**src/rtl/bitonic_stream_adapter_pkg.sv**
```systemverilog
// Shared definitions for the bitonic stream adapter.
//   FRAME       : samples per sort frame (fixed by the 8-input sorter)
//   ST_*        : control FSM state encoding
//   signed_max  : most positive two's complement value for a given width,
//                 used to pad short frames so the padding sorts last
package bitonic_stream_adapter_pkg;

  localparam int FRAME = 8;

  localparam logic [1:0] ST_FILL    = 2'd0;
  localparam logic [1:0] ST_HOLD    = 2'd1;
  localparam logic [1:0] ST_LAUNCH  = 2'd2;
  localparam logic [1:0] ST_CAPTURE = 2'd3;

  function automatic int signed_max(input int width);
    return (1 << (width - 1)) - 1;
  endfunction

endpackage

```
**src/rtl/two_stages_bitonic_sorter.sv**
```systemverilog
// 8-input bitonic sorter: a combinational compare-exchange network followed
// by one register stage. Outputs i..p are the ascending signed sort of the
// a..h values present in the previous cycle.
//   clk, rst_n : clock, asynchronous active-low reset (clears outputs)
//   a..h       : N-bit signed inputs
//   i..p       : N-bit signed sorted outputs, i smallest, p largest
module two_stages_bitonic_sorter #(
  parameter int N = 7
) (
  input  logic         clk,
  input  logic         rst_n,
  input  logic [N-1:0] a,
  input  logic [N-1:0] b,
  input  logic [N-1:0] c,
  input  logic [N-1:0] d,
  input  logic [N-1:0] e,
  input  logic [N-1:0] f,
  input  logic [N-1:0] g,
  input  logic [N-1:0] h,
  output logic [N-1:0] i,
  output logic [N-1:0] j,
  output logic [N-1:0] k,
  output logic [N-1:0] l,
  output logic [N-1:0] m,
  output logic [N-1:0] n,
  output logic [N-1:0] o,
  output logic [N-1:0] p
);

  logic [N-1:0] net [8];
  logic [N-1:0] tmp;
  logic [2:0]   lo;
  logic [2:0]   hi;

  // Standard bitonic network: blk is the merge block size, dst the
  // compare distance. Lanes whose bit blk is clear sort ascending, the
  // others descending; the final blk=8 merge is ascending everywhere.
  always_comb begin
    tmp    = '0;
    lo     = '0;
    hi     = '0;
    net[0] = a;
    net[1] = b;
    net[2] = c;
    net[3] = d;
    net[4] = e;
    net[5] = f;
    net[6] = g;
    net[7] = h;
    for (int blk = 2; blk <= 8; blk = blk * 2) begin
      for (int dst = blk / 2; dst > 0; dst = dst / 2) begin
        for (int x = 0; x < 8; x++) begin
          if ((x ^ dst) > x) begin
            lo = 3'(x);
            hi = 3'(x ^ dst);
            if ((((x & blk) == 0) && ($signed(net[lo]) > $signed(net[hi]))) ||
                (((x & blk) != 0) && ($signed(net[lo]) < $signed(net[hi])))) begin
              tmp     = net[lo];
              net[lo] = net[hi];
              net[hi] = tmp;
            end
          end
        end
      end
    end
  end

  always_ff @(posedge clk or negedge rst_n) begin
    if (!rst_n) begin
      i <= '0;
      j <= '0;
      k <= '0;
      l <= '0;
      m <= '0;
      n <= '0;
      o <= '0;
      p <= '0;
    end else begin
      i <= net[0];
      j <= net[1];
      k <= net[2];
      l <= net[3];
      m <= net[4];
      n <= net[5];
      o <= net[6];
      p <= net[7];
    end
  end

endmodule

```
**src/rtl/bitonic_stream_adapter.sv**
```systemverilog
// Serial front/back end for the 8-input bitonic sorter. Collects up to 8
// signed samples per frame (in_last closes a short frame early, remaining
// slots padded with the most positive value), sorts them, and streams the
// real elements back out in ascending order with a last flag.
//   clk, rst_n           : clock, asynchronous active-low reset
//   in_valid/in_ready    : input handshake; in_data sample, in_last frame end
//   out_valid/out_ready  : output handshake; out_data sorted sample,
//                          out_last on the final real element of the frame
//
// state      | meaning
// FILL       | accepting samples into the fill slots
// HOLD       | frame closed, waiting for the output buffer to drain
// LAUNCH     | sorter register captures the frame at the end of this cycle
// CAPTURE    | sorter outputs valid, copied to the output buffer at end
module bitonic_stream_adapter
  import bitonic_stream_adapter_pkg::*;
#(
  parameter int N = 7
) (
  input  logic         clk,
  input  logic         rst_n,
  input  logic         in_valid,
  output logic         in_ready,
  input  logic [N-1:0] in_data,
  input  logic         in_last,
  output logic         out_valid,
  input  logic         out_ready,
  output logic [N-1:0] out_data,
  output logic         out_last
);

  localparam logic [N-1:0] PAD = N'(signed_max(N));

  logic [1:0]   state;
  logic [1:0]   state_nxt;
  logic [N-1:0] slot [FRAME];
  logic [N-1:0] srt  [FRAME];
  logic [N-1:0] ob   [FRAME];
  logic [2:0]   fill_cnt;
  logic [3:0]   real_cnt;
  logic [3:0]   pend_cnt;
  logic [3:0]   out_cnt;
  logic [2:0]   rd_ptr;
  logic         ob_valid;
  logic         accept;
  logic         close;
  logic         out_hs;
  logic         last_beat;
  logic         ob_empty_nxt;

  assign in_ready  = (state != ST_HOLD) && (state != ST_LAUNCH);
  assign accept    = in_valid && in_ready;
  assign close     = accept && (in_last || (fill_cnt == 3'd7));
  assign last_beat = ob_valid && ({1'b0, rd_ptr} == (out_cnt - 4'd1));
  assign out_hs    = ob_valid && out_ready;

  // The buffer only reads empty the cycle after the out_last handshake, so
  // a launch decided here lands exactly on the first empty cycle.
  assign ob_empty_nxt = !ob_valid || (out_hs && last_beat);

  assign out_valid = ob_valid;
  assign out_data  = ob_valid ? ob[rd_ptr] : '0;
  assign out_last  = last_beat;

  always_comb begin
    state_nxt = state;
    case (state)
      ST_FILL:    if (close) state_nxt = ob_empty_nxt ? ST_LAUNCH : ST_HOLD;
      ST_HOLD:    if (ob_empty_nxt) state_nxt = ST_LAUNCH;
      ST_LAUNCH:  state_nxt = ST_CAPTURE;
      // A frame closing during capture must wait: the buffer fills this edge.
      ST_CAPTURE: state_nxt = close ? ST_HOLD : ST_FILL;
      default:    state_nxt = ST_FILL;
    endcase
  end

  always_ff @(posedge clk or negedge rst_n) begin
    if (!rst_n) begin
      state <= ST_FILL;
    end else begin
      state <= state_nxt;
    end
  end

  always_ff @(posedge clk or negedge rst_n) begin
    if (!rst_n) begin
      for (int s = 0; s < FRAME; s++) slot[s] <= '0;
      fill_cnt <= '0;
      real_cnt <= '0;
    end else if (accept) begin
      slot[fill_cnt] <= in_data;
      if (close) begin
        for (int s = 0; s < FRAME; s++) begin
          if (3'(s) > fill_cnt) slot[s] <= PAD;
        end
        fill_cnt <= '0;
        real_cnt <= {1'b0, fill_cnt} + 4'd1;
      end else begin
        fill_cnt <= fill_cnt + 3'd1;
      end
    end
  end

  always_ff @(posedge clk or negedge rst_n) begin
    if (!rst_n) begin
      pend_cnt <= '0;
    end else if (state == ST_LAUNCH) begin
      pend_cnt <= real_cnt;
    end
  end

  always_ff @(posedge clk or negedge rst_n) begin
    if (!rst_n) begin
      for (int s = 0; s < FRAME; s++) ob[s] <= '0;
      out_cnt  <= '0;
      rd_ptr   <= '0;
      ob_valid <= 1'b0;
    end else if (state == ST_CAPTURE) begin
      for (int s = 0; s < FRAME; s++) ob[s] <= srt[s];
      out_cnt  <= pend_cnt;
      rd_ptr   <= '0;
      ob_valid <= 1'b1;
    end else if (out_hs) begin
      if (last_beat) begin
        ob_valid <= 1'b0;
        rd_ptr   <= '0;
      end else begin
        rd_ptr <= rd_ptr + 3'd1;
      end
    end
  end

  two_stages_bitonic_sorter #(.N(N)) u_sorter (
    .clk   (clk),
    .rst_n (rst_n),
    .a     (slot[0]),
    .b     (slot[1]),
    .c     (slot[2]),
    .d     (slot[3]),
    .e     (slot[4]),
    .f     (slot[5]),
    .g     (slot[6]),
    .h     (slot[7]),
    .i     (srt[0]),
    .j     (srt[1]),
    .k     (srt[2]),
    .l     (srt[3]),
    .m     (srt[4]),
    .n     (srt[5]),
    .o     (srt[6]),
    .p     (srt[7])
  );

endmodule
```
**config.mk**
```make
export PLATFORM = sky130hd
export DESIGN_NAME = bitonic_stream_adapter
export DESIGN_NICKNAME = d
export VERILOG_FILES = /design/src/rtl/bitonic_stream_adapter_pkg.sv /design/src/rtl/two_stages_bitonic_sorter.sv /design/src/rtl/bitonic_stream_adapter.sv
export SDC_FILE = /design/constraint.sdc
export NUM_CORES = 1
export LEC_CHECK = 0
export BUFFER_PORTS_ARGS = -buffer_cell sky130_fd_sc_hd__buf_2
export CORE_MARGIN = 2
export CORE_UTILIZATION = 50
export CTS_BUF_LIST = sky130_fd_sc_hd__clkbuf_4 sky130_fd_sc_hd__clkbuf_8
export DETAILED_ROUTE_END_ITERATION = 10
export PLACE_DENSITY_LB_ADDON = 0.15
export SLEW_MARGIN = 20
export SYNTH_ARGS = -nofsm -noshare
export SYNTH_HDL_FRONTEND = slang
export SYNTH_HIERARCHICAL = 1
export SYNTH_SLANG_ARGS = --single-unit
export TNS_END_PERCENT = 30
```
**constraint.sdc**
```tcl
create_clock -name clk -period 15 [get_ports clk]
set_input_delay 0.75 -clock clk [delete_from_list [all_inputs] [get_ports clk]]
set_output_delay 0.75 -clock clk [all_outputs]
set_load 0.01 [all_outputs]
```
==> results, run 1 <==
- The slowest stage of the critical path is the a2111oi_0 cell.
- The kind of path behind the tightest hold check is in2async.
- Using the TritonRoute via totals, the vias-per-cell ratio works out to around 5.7.
- For this design, the sink count on the clock tree is 189.
- Summing all non-filler instances in the final layout gives an area of 17,220 um2.
- The reg-to-reg endpoint is u_sorter/l[6].
- The quantity of gates resized following cts is 0.
- The setup check on the worst reg-to-reg path leaves a slack of 1.22 ns.
- The later pin in the worst-skew pair is clocked with a latency of ~0.5 ns.
- The die is roughly 180 um tall.
- Of all flip-flops after synthesis, the portion carrying an async set or reset was 100.0%.
- The yosys synthesis warning count is 6.
- The number of global-route vias before repair is between 10,000 and 15,000.
- The routed layout has 12,720 vias.
- The count of mapped cells out of synthesis is ~1,800.
- The die covers between 30,000 and 40,000 um2.
- The floorplan step set the die width to 184.9 um.
- After detailed routing, the average wire length per cell comes to around 19 um.
- The post-CTS setup repair buffer count is 0.
- The dominant cell type by count on the critical path is a21oi_1.
- The first-pass GRT wire length is approximately 67 mm.
- The most frequently used flop master after synthesis is dfrtp_1.
- The congestion estimate from routability-driven global placement came to 0.9282.
- The effective utilization at floorplan is around 51%.
- The number of antenna violations at the first check in global routing was 0.
- The number of DRC violations after detailed routing is 0.
- Dividing the final minimum period by the clock period gives 91.86%.
- The biggest cell delay along the critical path is 0.86 ns.
- For the pin with the worst max-slew slack, the measured transition is 1.052 ns.
- The flow ran to the end, and the final reports show no timing, DRC or antenna violations.
- After synthesis the cells add up to about 16,000 um2.
- The count of buffers added on input and output ports is 21.
- The first detailed-routing pass ran for 5 iterations.
- By area the synthesized netlist is led by dfrtp_1, ha_1, mux2i_1.
- The max-slew violation count is 0.
- The worst setup path is captured at a flop.
- The category of the most critical setup path is reg2reg.
- The number of nets in the synthesized netlist is around 1,900.
- For this block, the initial DRC count from the detailed router was a little over 1,000.
- Setup repair after global routing left no endpoint under its margin.
- The net count of the finished layout is approximately 1,900.
- The total overflow left after global routing is 0.
- Setup violations remaining at the end of the flow were counted as 0.
- After clock tree synthesis, the clock-pin slew on the worst setup and hold paths is about 0.10 ns.
- The top-level port count is 22.
- The top cell type's share of synthesized area is around 29%.
- In this run the clock root is driven by a clkbuf_8.
- The number of H-tree levels is 4.
- The smallest clock period supported by the final layout is computed as 13.78 ns.
- The number of antenna diodes in the final layout is 0.
- The final setup skew is between 0.02 and 0.025 ns.
- The required time at the worst-slack endpoint is 15.41 ns.
- The count of unique library cells instantiated by Yosys is 110.
- For this run, the top clock speed supported by timing is 72.58 MHz.
- The aggregate negative setup slack is 0 ns.
- The post-synthesis average cell area is approximately 9.2 um2.
- The final count of hold timing violations came to 0.
- The number of register bits inferred by synthesis is about 190.
- The remaining number of nets flagged by the antenna check after routing is 0.
- The deepest clock path buffer count is 2.
- The placed standard-cell area is 16,790 um2.
- Cells with a size suffix above 1 make up 14.44% of the layout.
- Global routing consumed, over all layers together, ~26% of the routing resources.
- The synthesis-to-layout area growth is 5.310%.
- The number of cells on the worst reg-to-reg path is 51.
- The number of enable flip-flop cells after synthesis is 0.
- After synthesis, flip-flops and latches occupy between 20% and 30% of the total area.
- For this design, the CTS-stage hold fixing added 0 buffers.
- The total length of routed wires is approximately 42 mm.
- The area of the core is between 30,000 and 40,000 um2.
- The worst relative slew slack is between 20% and 30%.
- Data arrives at the worst endpoint at 14.19 ns.
- Entering global routing, the biggest net connects 118 pins.
- Of all nets on the critical path, the largest fanout is 14.
- The number of buffers inserted during clock tree synthesis is 17.
- The half-perimeter wire length of the detailed placement result is ~34 mm.
- The start of the worst register-to-register path is slot[53].
- TritonCTS built the clock tree.
- The library cell with the largest summed area after synthesis is dfrtp_1.
- The kind of start point of the critical path is a flop.
- The floorplan has 66 rows.
- The max-capacitance violation count is 0.
==> metal layers <==
metal,up-vias,track usage [%],part of all wire [%]
li1,6329,-,-
met1,6081,35.66,48
met2,248,40.75,45
met3,58,4.385,4.6
met4,0,8.190,2.6
met5,-,0,0
==> flip-flops by register name (all words and copies together), names as in the netlist <==
register / count
out_cnt: 4
state: 2
u_sorter/j: 7
pend_cnt: 4
u_sorter/k: 7
u_sorter/o: 7
u_sorter/n: 7
ob: 56
fill_cnt: 3
slot: 56
rd_ptr: 3
u_sorter/m: 7
out_valid: 1
u_sorter/p: 7
u_sorter/l: 7
real_cnt: 4
u_sorter/i: 7
==> how the worst max path moves through the flow <==
stage                         from            end  slack, ns  cells past startpoint
after CTS                 slot[53]  u_sorter/i[0]       1.27                     49
after detailed placement  slot[46]  u_sorter/i[0]       1.40                     50
final                     slot[53]  u_sorter/l[6]       1.22                     51
after global placement    slot[46]  u_sorter/m[0]       1.48                     51
after global routing      slot[46]  u_sorter/k[6]       0.14                     50
after floorplan           slot[53]  u_sorter/i[0]       2.98                     58
==> worst max-delay path, delay by kind of cell (launching register included) <==
kind            cells  cell delay [ns]
flops               1             0.43
buf+inv             4             0.53
simple gates        9             1.67
mux                 3             1.13
fa+ha+maj           7             2.15
compound gates     28             7.74
==> final cells by class <==
type	count	area, um2
fillers	2983	15150
flip-flops and latches	189	4730
well taps	442	553.0
inverters	168	630.6
clock inverters	14	178.9
clock buffers	18	247.7
multi-input cells	1355	10710
repair buffers	29	173.9
==> cell usage in the layout (no fill, tap or decap), types with 5 or more instances in the layout <==
cell / Yosys / layout
clkbuf_8: 0 / 19
a211oi_1: 6 / 6
o22ai_1: 11 / 10
a21o_1: 24 / 24
o21ai_1: 10 / 10
buf_2: 14 / 20
a31oi_1: 8 / 8
dfrtp_1: 189 / 189
nor2_1: 140 / 140
ha_1: 165 / 164
nand3_1: 42 / 42
nand2_1: 190 / 190
mux2_2: 99 / 99
o21a_1: 24 / 24
o21bai_1: 6 / 6
mux4_2: 14 / 14
nor2b_1: 26 / 26
mux2i_1: 196 / 196
and4_1: 6 / 6
buf_4: 4 / 8
and3_1: 8 / 8
nor3_1: 5 / 5
a21oi_1: 119 / 117
a21oi_2: 5 / 7
inv_1: 163 / 163
nand2b_1: 11 / 11
o211ai_1: 8 / 8
nor3_2: 5 / 5
inv_6: 0 / 7
nand4_1: 13 / 13
o21ai_0: 69 / 69
a211oi_2: 5 / 5
==> cell usage after synthesis (4+ instances only) <==
library cell and instances:
inv_1 163, o211a_1 4, nor2b_1 26, o21ai_1 10
nor4_1 4, a21o_1 24, a21oi_2 5, buf_1 14
a211oi_1 6, buf_6 6, o21bai_1 6, buf_4 4
o22ai_1 11, nand2_1 190, mux4_2 14, inv_2 4
and4_1 6, nand4_1 13, nand3_1 42, ha_1 165
o2111ai_1 4, nor2_1 140, clkbuf_1 22, a31oi_1 8
dfrtp_1 189, o211ai_1 8, a211oi_2 5, a211o_1 4
a2111oi_0 4, and3_1 8, mux2_2 99, o21a_1 24
nand2b_1 11, nor3_2 5, nor3_1 5, buf_2 14
mux2i_1 196, o21ai_0 69, a21oi_1 119
==> through the flow <==
step | util, % | setup slack [ns] | hold WS, ns | std cells
after floorplan | - | 2.984 | 0.4401 | 1772
after global placement | 51.87 | 1.484 | 0.4563 | 2183
after detailed placement | 51.88 | 1.398 | 0.4600 | 2183
after CTS | 53.20 | 1.268 | 0.3532 | 2215
after global routing | 53.20 | 0.1435 | 0.3749 | 2215
final | 53.20 | 1.221 | 0.3390 | 2215
==> cell families (layout without fill, tap and decap cells) <==
| group | Yosys count | after routing | synth area share, % |
|---|---|---|---|
| xor+xnor | 5 | 5 | 0.2678 |
| mux | 313 | 313 | 21.22 |
| compound gates | 384 | 384 | 17.15 |
| buf+inv | 228 | 229 | 5.707 |
| fa+ha+maj | 168 | 168 | 12.82 |
| simple gates | 485 | 485 | 13.91 |
| flops | 189 | 189 | 28.92 |
Power of run 1 is not shown: default switching activity piles up to over one toggle a cycle in this logic, so the estimate is an artifact.
==> run 2: changes to the inputs <==
--- a/config.mk
+++ b/config.mk
@@ -6,6 +6,7 @@
 export NUM_CORES = 1
 export LEC_CHECK = 0
 export BUFFER_PORTS_ARGS = -buffer_cell sky130_fd_sc_hd__buf_2
+export CORE_ASPECT_RATIO = 0.5
 export CORE_MARGIN = 2
 export CORE_UTILIZATION = 50
 export CTS_BUF_LIST = sky130_fd_sc_hd__clkbuf_4 sky130_fd_sc_hd__clkbuf_8
==> run 2 against run 1 <==
Against the previous run:
- worst hold slack got worse by 0.15 ns
- clock skew increased by 0.014 ns
- die area grew 0.26%
- worst setup slack improved by 0.0047 ns
- cell count shrank 0.54%
- count of clock-buffer cells in the layout is the same
- register-to-register slack about the same
- routed wire length up 6.5%
- highest routed layer unchanged
==> results, run 2 (synthesis results as in run 1) <==
- STA classifies the critical path endpoint as a flop.
- The filler cells instantiated in the layout total 2,893.
- The biggest cell delay along the critical path is 0.84 ns.
- The slew at the pin closest to its max-slew limit is about 1.0 ns.
- After global routing the overflow that remains totals 0.
- Leaving out fill and tap cells, the most frequent cell in the layout is mux2i_1.
- Setup violations remaining at the end of the flow were counted as 0.
- Across the whole layout, storage elements account for 4730 um2.
- The post-route netlist has between 10% and 20% of its cells at a drive strength greater than 1.
- Summing all multi-input logic gate instances after layout gives about 11,000 um2.
- Setup repair after global routing left no endpoint under its margin.
- The peak clock frequency supported by timing is between 70 and 80 MHz.
- The worst setup path is launched from a flop.
- The die width is 259.8 um.
- The slowest library cell on the worst path is a21oi_1.
- The via density per instance is ~6.
- The final count of hold timing violations is 0.
- Entering global routing, the biggest net connects between 60 and 70 pins.
- The deepest clock path buffer count is 2.
- The max-slew violation count was 0.
- The library cell used as clock root buffer is clkbuf_8.
- The minimum clock period is roughly 14 ns.
- The remaining number of nets flagged by the antenna check after routing is 0.
- The quantity of I/O buffers inserted on ports is 21.
- The cell family contributing the most delay on the critical path is compound AO/OA/AOI/OAI gates.
- The endpoint identified for the worst register-to-register timing path is u_sorter/i[3].
- The number of antenna violations at the first check in global routing is 0.
- By startpoint and endpoint, the worst setup path is classified as reg2reg.
- The worst hold margin is about 0.19 ns.
- The start of the worst register-to-register path is slot[53].
- The first TritonRoute pass finished after 7 iterations.
- The number of global-route vias before repair came to approximately 13,000.
- Together, buffers and inverters on the worst path number 3.
- The effective utilization at floorplan is ~50%.
- The number of DRC violations after detailed routing is 0.
- The first-pass GRT wire length is approximately 71 mm.
- Data on the critical path arrives at its endpoint at ~14 ns.
- The CTS clock-pin slew for the worst setup and hold paths is roughly 0.13 ns.
- The flow ran to the end, and the final reports show no timing, DRC or antenna violations.
- STA puts the critical path data required time at approximately 15 ns.
- In the final layout, the registers with the most flip-flops are ob: 56 flops, slot: 56 flops.
- For the worst flop-to-flop path, the logic depth is between 40 and 50.
- The dominant cell type by count on the critical path is ha_1.
- The quantity of gates resized following cts is 0.
- The congestion estimate from routability-driven global placement came to approximately 0.96.
- The number of antenna diodes in the final layout is 0.
- The initialized floorplan defines 46 standard-cell rows.
- The post-CTS setup repair buffer count is 0.
- The half-perimeter wire length of the detailed placement result is 35.82 mm.
- The overall routing resource usage is 26.39%.
- The routed design has approximately 45 mm of wire.
- The post-route core utilization is 53.77%.
- The count of hold buffers inserted by post-cts repair is 0.
- The number of instances in the placed design is ~2,200.
- The min-delay analysis places its worst path in the category in2async.
- TritonCTS created 17 clock buffers.
- The top-level port count is 22.
- The max-capacitance violation count is 0.
- For this design, the sink count on the clock tree is 189.
- The clock arrives with 0.03703 ns of skew.
- The top cell types in the final layout, fill and taps aside, are mux2i_1, nand2_1, dfrtp_1, ha_1, inv_1.
- The insertion delay to the later sink of the worst-skew pair is ~0.51 ns.
- The synthesis-to-layout area growth is 5.019%.
- The final non-filler cell total is ~2,200.
- From bottom edge to top edge, the die measures between 100 and 150 um.
- The TritonCTS clock tree is built.
- Along the worst path, the maximum fanout reaches 18.
- The area of the core is between 30,000 and 40,000 um2.
- The worst relative slew slack is between 30% and 40%.
- The aggregate negative setup slack is 0 ns.
- The timing startpoint of the critical path is slot[53].
- The net count of the finished layout is 1,936.
- The slack of the worst reg-to-reg path is 1.23 ns.
- The number of H-tree levels is 4.
- In this run, the number of DRC markers left after iteration 0 of detailed routing was between 1,000 and 1,500.
- The floorplan step defined a die boundary enclosing 34,260 um2.
- The mean routed wirelength per cell is approximately 20 um.
- The via count of the routed design is about 13,000.
- In the finished design, the share of the clock period the worst path needs comes to 91.83%.
-- run 2: stage by stage --
stage	setup WS [ns]	area, um2
finish	1.226	17180
global route	0.1522	17180
CTS	0.9556	17160
detailed placement	1.047	16770
global placement	1.401	16770
floorplan	2.984	16350
-- run 2: metal layers --
metal,up-vias,track usage (%),share of wire (%),routed length [um]
met2,357,41.67,45,20110
met5,-,0,0,0
li1,6305,-,-,-
met1,6524,38.67,49,22000
met4,0,4.693,1.1,505
met3,35,3.883,5.1,2303
-- run 2: worst max-delay path by stage --
stage	depth (start not counted)	slack, ns	endpoint
after detailed placement	50	1.05	u_sorter/o[1]
after CTS	50	0.96	u_sorter/o[6]
final	48	1.23	u_sorter/i[3]
after floorplan	58	2.98	u_sorter/i[0]
after global routing	49	0.15	u_sorter/p[3]
after global placement	52	1.40	u_sorter/o[6]
-- run 2: layout make-up --
cell class / count / share of cell area, %
Tap cell: 432 / 3.147
Sequential cell: 189 / 27.54
Inverter: 168 / 3.672
Clock buffer: 18 / 1.442
Timing Repair Buffer: 28 / 0.9543
Multi-Input combinational cell: 1355 / 62.40
Clock inverter: 13 / 0.8523
Power of run 2 is left out for the same reason.
